[src/rtl/online_adder_hd_pkg.sv]
// Shared definitions for the radix-2 online signed-digit adder.
// Digit code: bit1 = plus, bit0 = minus. 10 = +1, 01 = -1, 00 = 0.
// The code 11 is accepted on inputs and read as 0, but it is never produced.
package online_adder_hd_pkg;

  localparam logic [1:0] DIG_POS  = 2'b10;
  localparam logic [1:0] DIG_NEG  = 2'b01;
  localparam logic [1:0] DIG_ZERO = 2'b00;

  // Digit code -> signed value in {-1, 0, +1}. The code 11 maps to 0.
  function automatic logic signed [1:0] dig_to_val(input logic [1:0] d);
    logic signed [1:0] v;
    v = 2'sb00;
    case (d)
      DIG_POS: v = 2'sb01;
      DIG_NEG: v = 2'sb11;
      default: v = 2'sb00;
    endcase
    return v;
  endfunction

  // Signed value in {-1, 0, +1} -> digit code. Zero is always encoded as 00.
  function automatic logic [1:0] val_to_dig(input logic signed [1:0] v);
    logic [1:0] d;
    d = DIG_ZERO;
    if (v == 2'sb01)      d = DIG_POS;
    else if (v == 2'sb11) d = DIG_NEG;
    return d;
  endfunction

endpackage

[src/rtl/online_adder_hd_sd_transfer_select.sv]
// Transfer/interim selection for one digit position of the online adder.
// Ports:
//   w_j_i  : position sum w_j in -2..2 (3-bit two's complement)
//   w_j1_i : lookahead position sum w_{j+1}
//   t_o    : transfer digit t_j in {-1, 0, +1}
//   v_o    : interim digit v_j in {-1, 0, +1}
module sd_transfer_select
  import online_adder_hd_pkg::*;
(
  input  logic signed [2:0] w_j_i,
  input  logic signed [2:0] w_j1_i,
  output logic signed [1:0] t_o,
  output logic signed [1:0] v_o
);

  always_comb begin
    t_o = 2'sb00;
    v_o = 2'sb00;
    case (w_j_i)
      3'sb010: t_o = 2'sb01;
      3'sb110: t_o = 2'sb11;
      // For |w| = 1 the lookahead decides whether to carry now, so that
      // v_j + t_{j+1} can never reach +/-2.
      3'sb001: begin
        if (w_j1_i >= 3'sb001) begin
          t_o = 2'sb01;
          v_o = 2'sb11;
        end else begin
          v_o = 2'sb01;
        end
      end
      3'sb111: begin
        if (w_j1_i <= 3'sb111) begin
          t_o = 2'sb11;
          v_o = 2'sb01;
        end else begin
          v_o = 2'sb11;
        end
      end
      default: ;
    endcase
  end

endmodule

[src/rtl/online_adder_hd.sv]
// Radix-2 online (MSD-first) signed-digit adder, online delay 2.
// One digit of X and Y enters per cycle; one digit of Z = X + Y leaves per
// cycle, registered. z_0 (the integer digit) appears after the 2nd edge
// following reset release.
// Ports:
//   x_in       : digit of operand X (signed-digit code)
//   y_in       : digit of operand Y (signed-digit code)
//   clk        : clock, rising edge
//   data_out   : digit of sum Z, registered, never 11
//   asyn_reset : asynchronous active-high reset, clears all state
module online_adder_hd
  import online_adder_hd_pkg::*;
(
  input  logic [1:0] x_in,
  input  logic [1:0] y_in,
  input  logic       clk,
  output logic [1:0] data_out,
  input  logic       asyn_reset
);

  logic signed [1:0] x_val, y_val;
  logic signed [2:0] w_live;       // w_{j+2}
  logic signed [2:0] w1_q, w1_d;   // w_j
  logic signed [2:0] w2_q, w2_d;   // w_{j+1}
  logic signed [1:0] t_j, v_j, t_j1, v_j1;
  logic signed [1:0] z_val;
  logic [1:0]        dout_q, dout_d;

  assign x_val  = dig_to_val(x_in);
  assign y_val  = dig_to_val(y_in);
  assign w_live = {x_val[1], x_val} + {y_val[1], y_val};

  // Interim digit for position j.
  sd_transfer_select u_sel_j (
    .w_j_i  (w1_q),
    .w_j1_i (w2_q),
    .t_o    (t_j),
    .v_o    (v_j)
  );

  // Transfer into position j from position j+1.
  sd_transfer_select u_sel_j1 (
    .w_j_i  (w2_q),
    .w_j1_i (w_live),
    .t_o    (t_j1),
    .v_o    (v_j1)
  );

  // The lookahead guarantees z_j lies in {-1, 0, +1}, so 2-bit arithmetic
  // cannot wrap.
  assign z_val  = v_j + t_j1;
  assign dout_d = val_to_dig(z_val);
  assign w1_d   = w2_q;
  assign w2_d   = w_live;

  always_ff @(posedge clk or posedge asyn_reset) begin
    if (asyn_reset) begin
      w1_q   <= 3'sb000;
      w2_q   <= 3'sb000;
      dout_q <= DIG_ZERO;
    end else begin
      w1_q   <= w1_d;
      w2_q   <= w2_d;
      dout_q <= dout_d;
    end
  end

  assign data_out = dout_q;

endmodule

[config.mk]
export PLATFORM = sky130hd
export DESIGN_NAME = online_adder_hd
export DESIGN_NICKNAME = d
export VERILOG_FILES = /design/src/rtl/online_adder_hd_pkg.sv /design/src/rtl/online_adder_hd_sd_transfer_select.sv /design/src/rtl/online_adder_hd.sv
export SDC_FILE = /design/constraint.sdc
export NUM_CORES = 1
export LEC_CHECK = 0
export CAP_MARGIN = 0
export CORE_AREA = 2 2 39 41
export CTS_CLUSTER_DIAMETER = 60
export CTS_CLUSTER_SIZE = 30
export DETAILED_ROUTE_END_ITERATION = 6
export DIE_AREA = 0 0 41 43
export PLACE_DENSITY = 0.59
export RECOVER_POWER = 100
export SLEW_MARGIN = 10
export SYNTH_ARGS = -nofsm -noshare
export SYNTH_HDL_FRONTEND = slang
export SYNTH_SLANG_ARGS = --single-unit
[constraint.sdc]
create_clock -name clk -period 2 [get_ports clk]
set_clock_uncertainty 0.05 [all_clocks]
set_input_delay 0.3 -clock clk [delete_from_list [all_inputs] [get_ports clk]]
set_output_delay 0.3 -clock clk [all_outputs]
set_load 0.1 [all_outputs]
==> results of run 1 <==
==> power by group through the flow <==
| stage | Clock, mW | Sequential (mW) | Combinational (mW) |
|---|---|---|---|
| 3_3_place_gp | 0 | 0.218 | 0.327 |
| 2_1_floorplan | 0 | 0.336 | 0.124 |
| 4_1_cts | 0.126 | 0.215 | 0.338 |
| 3_5_place_dp | 0 | 0.218 | 0.329 |
| 6_report | 0.122 | 0.214 | 0.327 |
| 5_1_grt | 0.132 | 0.219 | 0.352 |
==> metal layers <==
metal	GRT usage, %	part of all wire [%]	routed length [um]
met1	15.4	47	382
met2	16.9	52	427
met3	1.57	0.86	7
met4	8.00	0	0
met5	0	0	0
==> flip-flops by register name (all words and copies together) (netlist names) <==
name / cells
w1_d: 3
w1_q: 3
data_out: 2
==> worst max path at each step <==
stage | cells after the start | slack (ps) | end | from
floorplan | 10 | -160 | data_out[1] | y_in[1]
global placement | 12 | -980 | data_out[1] | y_in[1]
detailed placement | 12 | -970 | data_out[1] | y_in[1]
CTS | 11 | -50 | data_out[1] | y_in[1]
global route | 11 | -110 | data_out[1] | y_in[1]
finish | 11 | -60 | data_out[1] | y_in[1]
==> worst reg2reg max path: stages, from the launching register on <==
cell	delay, ps
dfrtp_1	370
and2_2	190
ha_1	220
nand4b_1	170
o21ai_0	250
xor3_1	470
and2_1	150
==> placed cells by master, fill, tap and decap left out, drive strengths merged, types with 2 or more instances in the layout <==
master,instances
and2,3
buf,8
clkbuf,5
dfrtp,8
ha,5
inv,9
nor2b,2
o21ai,2
xnor2,2
==> logic make-up after synthesis <==
logic type	count (synthesis)	synth area share [%]
adders and majority gates	6	17.3
xor gates and xnor gates	3	8.64
and+or+nand+nor	11	14.9
buffers and inverters	9	7.07
DFF	8	41.9
AOI/OAI and AO/OA	7	10.2
==> timing repair <==
| item | CTS | global route |
|---|---|---|
| gates resized for setup | 26 | 0 |
| hold buffers | 0 | 0 |
| setup endpoints to repair | 2 | 2 |
| pin swaps | 7 | 3 |
==> layout make-up <==
cell class | instances | area share, %
inverters | 9 | 7.48
multi-input cells | 27 | 42.7
clock buffers | 3 | 3.28
repair buffers | 11 | 14.4
well taps | 16 | 2.92
flip-flops and latches | 8 | 29.2
==> metrics by stage <==
step | hold WS [ps] | cell area (um^2) | utilization (%) | setup TNS (ps)
after detailed placement | 383 | 651 | 47.0 | -2090
final | 379 | 686 | 49.5 | -64.7
after global routing | 407 | 686 | 49.5 | -168
after global placement | 404 | 651 | 47.0 | -2080
after CTS | 248 | 691 | 49.9 | -46.3
after floorplan | 65.7 | 536 | - | -233
==> impl_metrics.py, run 1 <==
metrics = {
    "outcome": {
        "outcome": "finished with violations",
        "violations": "negative setup slack",
    },
    "synth": {
        "synth.most_common_cell": "inv_1",
        "syn_nets": 56,
        "syn_area_per_cell_um2": 10.9,
        "synthTopCellsByCount": "inv_1, dfrtp_1, ha_1",
        "syn-cell-area_um2": 478,
        "synth_top_area_cell": "dfrtp_1",
        "synth_warnings": 0,
        "synth.top_cell.area_share_pct": 41.9,
        "ys_ff_latch": 8,
        "synth-edff-count": 0,
        "synth_ff_type": "dfrtp_1",
        "syn-instance-count": 44,
        "synth-seq-area-share_pct": 41.9,
        "ys_types": 21,
        "synth_area_leaders": "dfrtp_1, ha_1, inv_1",
        "async_flop_share_pct": 100,
    },
    "global_route": {
        "overflow": 0,
        "first_global_vias": 347,
        "antenna_found_initial": 0,
        "grt_pass1_wl_um": 1360,
        "grt_max_degree": 9,
        "grt_use_total_pct": 11.7,
    },
    "clock_network": {
        "clock_tree.buffer_depth": 2,
        "clkTransAtPathRegs_ps": 60,
        "htreeDepth": 1,
        "clock_sinks": 8,
        "cts_root_buf": "clkbuf_4",
        "insertion_delay_ps": 250,
        "cts_tree": "built",
        "cts_buffers": 3,
        "cts_setup_buffers": 0,
    },
    "drt": {
        "vias": 359,
        "drc": 0,
        "drtPass1Iterations": 3,
        "drt_wl_total_um": 818,
        "ant_nets": 0,
        "initialDrtViolationCount": 8,
        "avgRoutedWirePerCell_um": 11.1,
        "viasPerCell": 4.85,
    },
    "setup_path": {
        "crit_family": "adder cells",
        "cpMaxStageDelayCell": "fa_2",
        "crit_chain": "buf_8, inv_12, ha_4, inv_2, ha_4, fa_2, o211ai_1, o221ai_2, ha_2, xor3_1, and2_1",
        "path_max_fanout": 2,
        "max_stage_delay_ps": 530,
        "crit_required_ps": 2090,
        "rr_startpoint": "w1_d[0]",
        "r2r_slack_ps": 20,
        "start_kind": "input pin",
        "critPathArrivalTime_ps": 2150,
        "rr_endpoint": "data_out[1]",
        "cpMostUsedCell": "ha_4",
        "cp-end-kind": "flop",
        "crit_type": "in2reg",
        "path_buf_inv": 3,
        "r2r_cells": 6,
    },
    "power_and_ir_drop": {
        "power_density_nw_per_um2": 967,
        "swShare_pct": 41.6,
        "power.switching_mw": 0.276,
        "p_comb_share_pct": 49.3,
        "p_leak_nw": 0.312,
        "p_int_mw": 0.387,
        "seqPwrFrac_pct": 32.3,
        "p_clk_share_pct": 18.4,
        "total_power_mw": 0.663,
        "peakVddDrop_v": 0.000589,
    },
    "placed_design": {
        "dpl_worst_slack_ps": -969,
        "gp_congestion": 0.670,
        "port_buffers": 7,
        "dp_hpwl_um": 640,
        "dp_cells": 71,
    },
    "final_layout": {
        "nets": 72,
        "nFillCells": 126,
        "layout.cells.non_filler": 74,
        "drive_above_1_share_pct": 43.1,
        "regArea_um2": 200,
        "multi_input_area_um2": 293,
        "area_delta_synth_final_pct": 43.5,
        "diodes": 0,
    },
    "die": {
        "die-area_um2": 1760,
        "die_y_um": 43,
        "io-pin-count": 8,
        "die_w_um": 41,
        "start_util_pct": 34.5,
        "num_rows": 14,
        "core_area_um2": 1380,
    },
    "sta": {
        "setup_viol_count_final": 1,
        "worst_pin_slew_ps": 539,
        "fmax_mhz": 484,
        "report.final.slew_viol_count": 0,
        "rsz0062_at_grt": "yes",
        "fin_crit_sh_pct": 103,
        "hold_viol_final": 0,
        "setup_slack_ps": -64.7,
        "slew-limit-headroom_pct": 64.2,
        "min_period_ps": 2060,
    },
    "run": {
        "drv_cap": 0,
    },
    "min_path": {
        "hold_path.class": "in2async",
    },
}
(Power assumes the default switching activity.)
==> run 2: changes to the inputs <==
- CTS_CLUSTER_SIZE: 30 -> 8
==> results of run 2 <==
The final DEF is identical to that of run 1; final timing and power are the same.
